File: src/rtl/saph_fpu_client_pkg.sv
// Shared types for the shader-lane FPU client: op encoding, completion-slot
// states and the slot record layout.
package saph_fpu_pkg;

    typedef enum logic [1:0] {
        ADD = 2'd0,
        MUL = 2'd1,
        DIV = 2'd2,
        RSV = 2'd3
    } fpu_op_t;

    typedef enum logic [1:0] {
        FREE = 2'd0,
        WAIT = 2'd1,
        DONE = 2'd2
    } slot_state_t;

    // Default field widths of one completion slot (binary32 result, 32 registers).
    localparam int SLOT_RD_W   = 5;
    localparam int SLOT_DATA_W = 32;

    typedef struct packed {
        slot_state_t              state;
        logic [SLOT_RD_W-1:0]     rd;
        logic [SLOT_DATA_W-1:0]   data;
    } slot_t;

endpackage

File: src/rtl/saph_fpu_client_if.sv
// Bundle of the lane issue port, the FPU request/response port and the
// register-file write-back port. The client uses the slave view; the lane,
// FPU and register file together form the master view.
interface saph_fpu_client_if #(
    parameter int DATA_W = 32,
    parameter int RD_W   = 5,
    parameter int TAG_W  = 2
);
    logic              in_valid;
    logic              in_ready;
    logic [1:0]        in_op;
    logic [RD_W-1:0]   in_rd;
    logic [DATA_W-1:0] in_a;
    logic [DATA_W-1:0] in_b;

    logic              req_valid;
    logic              req_ready;
    logic [1:0]        req_op;
    logic [DATA_W-1:0] req_a;
    logic [DATA_W-1:0] req_b;
    logic [TAG_W-1:0]  req_tag;

    logic              resp_valid;
    logic [TAG_W-1:0]  resp_tag;
    logic [DATA_W-1:0] resp_data;

    logic              wb_valid;
    logic              wb_ready;
    logic [RD_W-1:0]   wb_rd;
    logic [DATA_W-1:0] wb_data;

    modport slave (
        input  in_valid, in_op, in_rd, in_a, in_b,
        output in_ready,
        output req_valid, req_op, req_a, req_b, req_tag,
        input  req_ready,
        input  resp_valid, resp_tag, resp_data,
        output wb_valid, wb_rd, wb_data,
        input  wb_ready
    );

    modport master (
        output in_valid, in_op, in_rd, in_a, in_b,
        input  in_ready,
        input  req_valid, req_op, req_a, req_b, req_tag,
        output req_ready,
        output resp_valid, resp_tag, resp_data,
        input  wb_valid, wb_rd, wb_data,
        output wb_ready
    );

endinterface

File: src/rtl/saph_fpu_client_rob.sv
// Completion buffer: slots allocated in program order at tail, filled by
// out-of-order FPU responses, retired in order from head.
module saph_fpu_client_rob
    import saph_fpu_pkg::*;
#(
    parameter int DEPTH  = 4,
    parameter int TAG_W  = $clog2(DEPTH),
    parameter int DATA_W = 32,
    parameter int RD_W   = 5
) (
    input  logic              clk,
    input  logic              rst,
    input  logic              alloc,
    input  logic [RD_W-1:0]   alloc_rd,
    input  logic              resp_valid,
    input  logic [TAG_W-1:0]  resp_tag,
    input  logic [DATA_W-1:0] resp_data,
    input  logic              wb_ready,
    output logic [TAG_W-1:0]  tail,
    output logic [TAG_W:0]    count,
    output logic              wb_valid,
    output logic [RD_W-1:0]   wb_rd,
    output logic [DATA_W-1:0] wb_data,
    output logic              stray,
    output logic              busy
);

    slot_state_t       state_q [DEPTH];
    logic [RD_W-1:0]   rd_q    [DEPTH];
    logic [DATA_W-1:0] data_q  [DEPTH];
    logic [TAG_W-1:0]  head;
    logic              resp_hit;
    logic              retire;

    // A response only lands on a slot that is waiting for it; anything else is stray.
    assign resp_hit = resp_valid && (state_q[resp_tag] == WAIT);
    assign stray    = resp_valid && !resp_hit;

    // Head slot drives write-back from registers only.
    assign wb_valid = (state_q[head] == DONE);
    assign wb_rd    = rd_q[head];
    assign wb_data  = data_q[head];
    assign retire   = wb_valid && wb_ready;
    assign busy     = (count != '0);

    // Slot state machine per entry plus the in-order pointers and occupancy.
    always_ff @(posedge clk or negedge rst) begin
        if (!rst) begin
            for (int i = 0; i < DEPTH; i++) state_q[i] <= FREE;
            head  <= '0;
            tail  <= '0;
            count <= '0;
        end else begin
            for (int i = 0; i < DEPTH; i++) begin
                if (alloc && (tail == TAG_W'(i)))
                    state_q[i] <= WAIT;
                else if (resp_hit && (resp_tag == TAG_W'(i)))
                    state_q[i] <= DONE;
                else if (retire && (head == TAG_W'(i)))
                    state_q[i] <= FREE;
            end
            if (alloc)  tail <= tail + TAG_W'(1);
            if (retire) head <= head + TAG_W'(1);
            if (alloc && !retire)
                count <= count + (TAG_W+1)'(1);
            else if (!alloc && retire)
                count <= count - (TAG_W+1)'(1);
        end
    end

    // Slot payload: destination captured on allocation, result on response.
    always_ff @(posedge clk) begin
        for (int i = 0; i < DEPTH; i++) begin
            if (alloc && (tail == TAG_W'(i)))
                rd_q[i] <= alloc_rd;
            if (resp_hit && (resp_tag == TAG_W'(i)))
                data_q[i] <= resp_data;
        end
    end

endmodule

File: src/rtl/saph_fpu_client.sv
// Per-lane FPU requester: accepts ops from issue, tags them with a
// completion slot, drives the FPU request register and retires results
// to the register file in program order.
module saph_fpu_client
    import saph_fpu_pkg::*;
#(
    parameter int DEPTH  = 4,
    parameter int TAG_W  = $clog2(DEPTH),
    parameter int DATA_W = 32,
    parameter int RD_W   = 5
) (
    input  logic                clk,
    input  logic                rst,
    saph_fpu_client_if.slave    bus,
    output logic                busy,
    output logic                err
);

    localparam logic [TAG_W:0] CAP = (TAG_W+1)'(DEPTH);

    logic [TAG_W:0]   count;
    logic [TAG_W-1:0] tail;
    logic             accept;
    logic             rsv_seen;
    logic             stray;
    logic             rob_busy;

    // Reserved ops are never accepted; full is decided by occupancy only,
    // so a retire in the same cycle does not open a slot early.
    assign rsv_seen     = bus.in_valid && (fpu_op_t'(bus.in_op) == RSV);
    assign bus.in_ready = (count < CAP) && (!bus.req_valid || bus.req_ready)
                          && (fpu_op_t'(bus.in_op) != RSV);
    assign accept       = bus.in_valid && bus.in_ready;
    assign busy         = rob_busy || bus.req_valid;

    // Request valid: set on accept, held under backpressure, cleared on handshake.
    always_ff @(posedge clk or negedge rst) begin
        if (!rst)
            bus.req_valid <= 1'b0;
        else if (accept)
            bus.req_valid <= 1'b1;
        else if (bus.req_ready)
            bus.req_valid <= 1'b0;
    end

    // Request payload loads only on accept, so it stays stable while stalled.
    always_ff @(posedge clk) begin
        if (accept) begin
            bus.req_op  <= bus.in_op;
            bus.req_a   <= bus.in_a;
            bus.req_b   <= bus.in_b;
            bus.req_tag <= tail;
        end
    end

    // Sticky protocol error: reserved op presented or response to a non-waiting slot.
    always_ff @(posedge clk or negedge rst) begin
        if (!rst)
            err <= 1'b0;
        else if (rsv_seen || stray)
            err <= 1'b1;
    end

    saph_fpu_client_rob #(
        .DEPTH  (DEPTH),
        .TAG_W  (TAG_W),
        .DATA_W (DATA_W),
        .RD_W   (RD_W)
    ) u_rob (
        .clk        (clk),
        .rst        (rst),
        .alloc      (accept),
        .alloc_rd   (bus.in_rd),
        .resp_valid (bus.resp_valid),
        .resp_tag   (bus.resp_tag),
        .resp_data  (bus.resp_data),
        .wb_ready   (bus.wb_ready),
        .tail       (tail),
        .count      (count),
        .wb_valid   (bus.wb_valid),
        .wb_rd      (bus.wb_rd),
        .wb_data    (bus.wb_data),
        .stray      (stray),
        .busy       (rob_busy)
    );

endmodule

File: src/flat_wrapper.sv
// flat-port wrapper written by rule: the top's interface ports become plain ports
module saph_fpu_client_flat import saph_fpu_pkg::*;
#(
    parameter int DEPTH  = 4,
    parameter int TAG_W  = $clog2(DEPTH),
    parameter int DATA_W = 32,
    parameter int RD_W   = 5
)
  (clk, rst, busy, err, bus_in_valid, bus_in_op, bus_in_rd, bus_in_a, bus_in_b, bus_in_ready, bus_req_valid, bus_req_op, bus_req_a, bus_req_b, bus_req_tag, bus_req_ready, bus_resp_valid, bus_resp_tag, bus_resp_data, bus_wb_valid, bus_wb_rd, bus_wb_data, bus_wb_ready);
  saph_fpu_client_if #(.DATA_W(DATA_W), .RD_W(RD_W), .TAG_W(TAG_W)) bus_i ();
  input  logic clk;
  input  logic rst;
  output logic busy;
  output logic err;
  input wire logic [$bits(bus_i.in_valid)-1:0] bus_in_valid;
  input wire logic [$bits(bus_i.in_op)-1:0] bus_in_op;
  input wire logic [$bits(bus_i.in_rd)-1:0] bus_in_rd;
  input wire logic [$bits(bus_i.in_a)-1:0] bus_in_a;
  input wire logic [$bits(bus_i.in_b)-1:0] bus_in_b;
  output wire logic [$bits(bus_i.in_ready)-1:0] bus_in_ready;
  output wire logic [$bits(bus_i.req_valid)-1:0] bus_req_valid;
  output wire logic [$bits(bus_i.req_op)-1:0] bus_req_op;
  output wire logic [$bits(bus_i.req_a)-1:0] bus_req_a;
  output wire logic [$bits(bus_i.req_b)-1:0] bus_req_b;
  output wire logic [$bits(bus_i.req_tag)-1:0] bus_req_tag;
  input wire logic [$bits(bus_i.req_ready)-1:0] bus_req_ready;
  input wire logic [$bits(bus_i.resp_valid)-1:0] bus_resp_valid;
  input wire logic [$bits(bus_i.resp_tag)-1:0] bus_resp_tag;
  input wire logic [$bits(bus_i.resp_data)-1:0] bus_resp_data;
  output wire logic [$bits(bus_i.wb_valid)-1:0] bus_wb_valid;
  output wire logic [$bits(bus_i.wb_rd)-1:0] bus_wb_rd;
  output wire logic [$bits(bus_i.wb_data)-1:0] bus_wb_data;
  input wire logic [$bits(bus_i.wb_ready)-1:0] bus_wb_ready;
  assign bus_i.in_valid = bus_in_valid;
  assign bus_i.in_op = bus_in_op;
  assign bus_i.in_rd = bus_in_rd;
  assign bus_i.in_a = bus_in_a;
  assign bus_i.in_b = bus_in_b;
  assign bus_in_ready = bus_i.in_ready;
  assign bus_req_valid = bus_i.req_valid;
  assign bus_req_op = bus_i.req_op;
  assign bus_req_a = bus_i.req_a;
  assign bus_req_b = bus_i.req_b;
  assign bus_req_tag = bus_i.req_tag;
  assign bus_i.req_ready = bus_req_ready;
  assign bus_i.resp_valid = bus_resp_valid;
  assign bus_i.resp_tag = bus_resp_tag;
  assign bus_i.resp_data = bus_resp_data;
  assign bus_wb_valid = bus_i.wb_valid;
  assign bus_wb_rd = bus_i.wb_rd;
  assign bus_wb_data = bus_i.wb_data;
  assign bus_i.wb_ready = bus_wb_ready;
  saph_fpu_client #(.DEPTH(DEPTH), .TAG_W(TAG_W), .DATA_W(DATA_W), .RD_W(RD_W)) u_core (.clk(clk), .rst(rst), .bus(bus_i), .busy(busy), .err(err));
endmodule
File: config.mk
export PLATFORM = sky130hd
export DESIGN_NAME = saph_fpu_client_flat
export DESIGN_NICKNAME = d
export VERILOG_FILES = /design/src/rtl/saph_fpu_client_pkg.sv /design/src/rtl/saph_fpu_client_if.sv /design/src/rtl/saph_fpu_client_rob.sv /design/src/rtl/saph_fpu_client.sv /design/src/flat_wrapper.sv
export SDC_FILE = /design/constraint.sdc
export NUM_CORES = 1
export LEC_CHECK = 0
export CORE_AREA = 2 2 136 138
export DETAILED_ROUTE_END_ITERATION = 6
export DIE_AREA = 0 0 138 140
export PLACE_DENSITY = 0.78
export SLEW_MARGIN = 20
export SYNTH_ARGS = -nofsm -noshare
export SYNTH_HDL_FRONTEND = slang
export SYNTH_SLANG_ARGS = --single-unit
File: constraint.sdc
create_clock -name clk -period 8.56 [get_ports clk]
set_input_delay 1.712 -clock clk [delete_from_list [all_inputs] [get_ports clk]]
set_output_delay 1.712 -clock clk [all_outputs]
set_load 0.01 [all_outputs]
== Yosys cells after proc, flatten, opt, wreduce, memory -nomap -nowiden ==
Memory sizes are Yosys's and may differ from the RTL's.
Index checks and enable logic that the tools add are counted.
Word-level totals
  RAM bits: 148
  memories: 2
  input bits: 111
  word-level logic and storage cells: 137
  register bits: 85
Cells by class
  order comparisons: 3
  $add $sub $neg: 4
  reductions and logical operators: 44
  bitwise operators: 2
  equal/unequal tests: 13
  muxes and demuxes: 56
Memory list
  u_core.u_rob.data_q: words 4, width 32, rd ports 1, clocked after memory_dff 0, write ports 1, RTL line saph_fpu_client_rob.sv:30  | logic [DATA_W-1:0] data_q [DEPTH];
  u_core.u_rob.rd_q: words 4, width 5, rd ports 1, clocked after memory_dff 0, write ports 1, RTL line saph_fpu_client_rob.sv:29  | logic [RD_W-1:0] rd_q [DEPTH];
Operators by type and width (count)
  32-bit 2-to-1 mux: 3
  32-bit OR reduction: 3
  2-bit 2-to-1 mux: 22
  1-bit 2-to-1 mux: 24
  1-bit logical AND: 21
  2-bit == test, second input constant: 8
  5-bit 2-to-1 mux: 3
  3-bit nonzero test: 5
  5-bit OR reduction: 3
  2-bit binary-select mux with 2-bit select: 2
  2-bit by 1-bit == test with 1-bit output, second input constant: 4
  3-bit >= comparator, second input constant: 2
  2-bit logical NOT: 3
  3-bit 2-to-1 mux: 2
  2-bit NOT with 3-bit output: 2
  2-bit by 1-bit adder with 2-bit output, second input constant: 2
  1-bit logical NOT: 4
  2-bit nonzero test: 2
  3-bit by 1-bit adder with 3-bit output, second input constant: 1
  1-bit logical OR: 3
  3-bit < comparator, second input constant: 1
  3-bit by 1-bit subtractor with 3-bit output, second input constant: 1
  2-bit inequality test, second input constant: 1

== Depth between registers and ports, before layout ==
  depth in word-level cells: 13
  gate-level depth with buffers: 11
  mapped depth without buffers: 10

== Modules after synthesis ==
A second synthesis with hierarchy kept.
Second synthesis, totals
  cell total of the unflattened synthesis: 386
  area total of the unflattened synthesis: 8538.2 um^2
By module, submodules not included
  saph_fpu_client_rob: area each 6388.6 um^2, cells each 308, seq. area each 4819.6 um^2, instances 1
  saph_fpu_client: area each 2149.6 um^2, cells each 78, seq. area each 2092.0 um^2, instances 1

== Worst setup path after synthesis ==
No wires, ideal clock.
  path type: input-to-reg
  start point: input bus_in_op[1]
  end point: register u_core.u_rob.count[2]
  arrival: 7514 ps
  stages: 8
  setup slack: 967 ps
  required time: 8481 ps
  library setup time: 79 ps
  cell sequence: and2_1 nor4b_2 ha_1 inv_1 fa_1 xor2_1 nor2_1 xor2_1
Between the ends
  cells in the longest elaborated chain, start to end: 6
  elaborated cells between the ends (all ways): 8
  classes of those cells: 1 x eq/ne; 1 x mux; 6 x reduce/logical
Ends and longest elaborated chain
  start: declaration: RTL line flat_wrapper.sv:16  | input wire logic [$bits(bus_i.in_op)-1:0] bus_in_op;
  2-bit inequality test *: RTL line saph_fpu_client.sv:32  | && (fpu_op_t'(bus.in_op) != RSV);
  1-bit logical AND *: RTL line saph_fpu_client.sv:32
  1-bit logical AND *: RTL line saph_fpu_client.sv:33  | assign accept = bus.in_valid && bus.in_ready;
  via u_core.accept: RTL line saph_fpu_client.sv:23  | logic accept;
  1-bit logical NOT: RTL line saph_fpu_client_rob.sv:66  | else if (!alloc && retire)
  1-bit logical AND: RTL line saph_fpu_client_rob.sv:66
  2-bit nonzero test (no line)
  end signal: assignment: RTL line saph_fpu_client_rob.sv:65  | count <= count + (TAG_W+1)'(1);
  end signal: assignment: RTL line saph_fpu_client_rob.sv:67  | count <= count - (TAG_W+1)'(1);
  end: declaration: RTL line saph_fpu_client_rob.sv:20  | output logic [TAG_W:0] count,
Mark *: on every way through the listed nets, which the timed path passes. The rest lies on a longest branch.
A chain may end at the register's enable or synchronous reset.

== Worst setup path in the final report ==
  start point: input bus_in_op[1]
  end point: output bus_in_ready
Between the ends
  cells in the longest elaborated chain, start to end: 2
Ends and longest elaborated chain
  2-bit inequality test: RTL line saph_fpu_client.sv:32
  1-bit logical AND: RTL line saph_fpu_client.sv:32
  end: declaration: RTL line flat_wrapper.sv:20  | output wire logic [$bits(bus_i.in_ready)-1:0] bus_in_ready;
No other way between the ends.

==> run_results.csv <==
group,metric,value,unit
die,die_w,138,um
final_layout,mostFrequentLayoutCells,"clkdlybuf4s50_1, edfxtp_1, mux4_2",
critical_path,r2r_start,"u_core.u_rob.head[1]",
synthesis,async_reset_ff_share,7.30,%
cts,cts_hold_buf,0,
route,viasPerCell,5.08,
die,coreArea,17800,um^2
critical_path,slowest_stage,"clkdlybuf4s50_1",
cts,clock_path_buffers,3,
timing,fin_tns_setup,0,ns
synthesis,yosys.area.top_type,"edfxtp_1",
critical_path,cp_top_family,"buffers and inverters",
route,drt_iter0_drc,275,
timing,slew_headroom,40.5,%
timing,rsz0062_at_grt,"no",
timing,setup_slack,3.70,ns
timing,finClkSkew,0.00887,ns
timing,worst_pin_slew,0.893,ns
critical_path,worstSetupStartpointType,"input port",
critical_path,cp_max_fo,3,
final_layout,n_antenna_cell,0,
job,cap_violations,0,
timing,fmax,206,MHz
timing,min_period,4.86,ns
die,io_pins,221,
route,drt_wl_total,17100,um
die,rows,49,
cts,cts_tree,"done",
power,leakage,4.01,nW
hold_path,min_from,"u_core.err",
power,max-vdd-ir-drop,0.171,mV
power,power_frac_seq,43.2,%
route,drc,0,
cts,cts_resized,0,
synthesis,syn_area,8410,um^2
timing,hold_slack,0.497,ns
die,die_area,19300,um^2
synthesis,synth_seq_area_share,82.1,%
power,comb_power_share,23.4,%
placed_design,port_buffers,220,
cts,numCtsBuffers,24,
critical_path,r2r.worst_path.cells,10,
global_routing,antenna_found_initial,0,
hold_path,hold_path_class,"reg -> reg",
final_layout,nNetsFinal,731,
critical_path,cp-startpoint,"bus_in_op[1]",
cts,clk_latency,0.50,ns
cts,numClockSinks,233,
placed_design,place_congestion,0.780,
power,p_sw,842,uW
placed_design,dp_slack,3.71,ns
critical_path,cpPeakStageDelay,0.59,ns
synthesis,synth-main-ff-cell,"edfxtp_1",
route,num_vias,4349,
global_routing,grt_max_degree,77,
timing,finalHoldViolCount,0,
synthesis,syn_area_per_cell,22.8,um^2
cts,cts_setup_buffers,0,
critical_path,worst-path-buf-inv,2,
power,intPower,2.58,mW
timing,drv_slew,0,
run_status,status,"finished clean",
power,power_density,290,nW/um^2
timing,fin_crit_sh,56.8,%
final_layout,drive_above_1_share,14.7,%
critical_path,arrival,3.15,ns
cts,clk_pin_slew,0.06,ns
power,switching_share,24.6,%
synthesis,synth_top_area_share,77.1,%
synthesis,synthTopCellsByArea,"edfxtp_1, mux4_2, dfrtp_1",
cts,h-tree-depth,1,
synthesis,synth_edf_count,216,
global_routing,grt_pass1_wl,26200,um
die,start_util,47.3,%
route,antenna_left,0,
final_layout,num-fill-cells,1157,
synthesis,synth_cell_types,36,
final_layout,final_common_cell,"clkdlybuf4s50_1",
global_routing,grtUsageTotal,17.5,%
critical_path,required,6.85,ns
timing,setup_viol,0,
hold_path,whs_path_depth,1,
synthesis,ys_ff_latch,233,
critical_path,critPathMostFrequentCell,"clkdlybuf4s50_1",
global_routing,overflow,0,
critical_path,critical_path.cell_chain,"clkdlybuf4s50_1 -> and2_1 -> nor3_1 -> clkdlybuf4s50_1",
final_layout,area_delta_synth_final,40.2,%
power,clockPowerShare,33.4,%
critical_path,crit_path_end_kind,"output pin",
placed_design,dpl.hpwl,11200,um
synthesis,syn-num-nets,490,
die,floorplan.die.height,140,um
final_layout,utilization,66.3,%
cts,clockRootBuffer,"clkbuf_16",
synthesis,synth_cells,369,
synthesis,yosys_warnings,0,
critical_path,crit_cells,4,
global_routing,grt_pass1_vias,4793,
critical_path,worstSetupPathType,"in -> out",
route,wl_per_cell,20.0,um
route,dr.pass1.iters,4,
==> cell type report <==
class	instances	area [um^2]	area share, %
clock buffers	30	674	5.72
clock inverters	13	223	1.89
inverters	15	56.3	0.477
multi-input cells	110	1390	11.8
flip-flops and latches	233	6920	58.6
well taps	229	287	2.43
repair buffers	226	2250	19.0
==> synth_stat cells (3+ instances only) <==
cell type / instances
edfxtp_1: 216
nor2b_1: 3
buf_2: 5
a21oi_1: 4
inv_1: 15
dfrtp_1: 17
mux4_2: 37
ha_1: 9
nand2_1: 8
nor2_1: 5
o21bai_1: 4
o31ai_1: 5
and2_1: 5
nor3_1: 5
or2_2: 3
==> sequential cells by signal, indices dropped and copies added (netlist names) <==
signal                flops
u_core.u_rob.head         2
u_core.u_rob.tail         2
u_core.bus.req_valid      1
u_core.u_rob.data_q     128
u_core.bus.req_op         2
u_core.bus.req_b         32
u_core.u_rob.rd_q        20
u_core.bus.req_a         32
u_core.err                1
u_core.bus.req_tag        2
u_core.u_rob.count        3
u_core.u_rob.state_q      8
==> path summary, 6_finish.rpt <==
check	end	slack, ns
setup / recovery	bus_in_ready	3.70
hold / removal	u_core.err	0.50
setup reg to reg	u_core.u_rob.count[2]	5.45
hold reg to reg	u_core.err	0.50
max in group asynchronous	u_core.u_rob.head[1]	6.27
min in group asynchronous	u_core.bus.req_valid	1.69
==> stage by stage <==
step	cells	instance area [um^2]	power [mW]
after global placement	813	10900	2.30
after global routing	856	11800	3.58
after floorplan	369	8410	1.91
after detailed placement	813	10900	2.33
final	856	11800	3.43
after CTS	856	11800	3.47
==> per-layer routing <==
metal | track usage [%] | share of wire (%)
met1 | 21.0 | 38
met2 | 31.3 | 52
met3 | 5.26 | 8.9
met4 | 4.14 | 0.99
met5 | 0 | 0
==> power groups by stage <==
stage,logic (mW),clock network [mW],registers (mW)
4_1_cts,0.825,1.17,1.48
2_1_floorplan,0.429,0,1.48
3_3_place_gp,0.804,0,1.50
3_5_place_dp,0.822,0,1.50
6_report,0.802,1.14,1.48
5_1_grt,0.864,1.22,1.49
==> cells by family (layout without fill, tap and decap cells) <==
| group | Yosys count | count (layout) | share of synthesized area (%) |
|---|---|---|---|
| flops | 233 | 233 | 82.1 |
| xor+xnor | 4 | 4 | 0.416 |
| simple gates | 38 | 38 | 2.60 |
| buf+inv | 26 | 284 | 1.41 |
| mux | 39 | 39 | 10.2 |
| fa+ha+maj | 10 | 10 | 1.58 |
| compound gates | 19 | 19 | 1.68 |
Power figures use the tool's default switching activity.
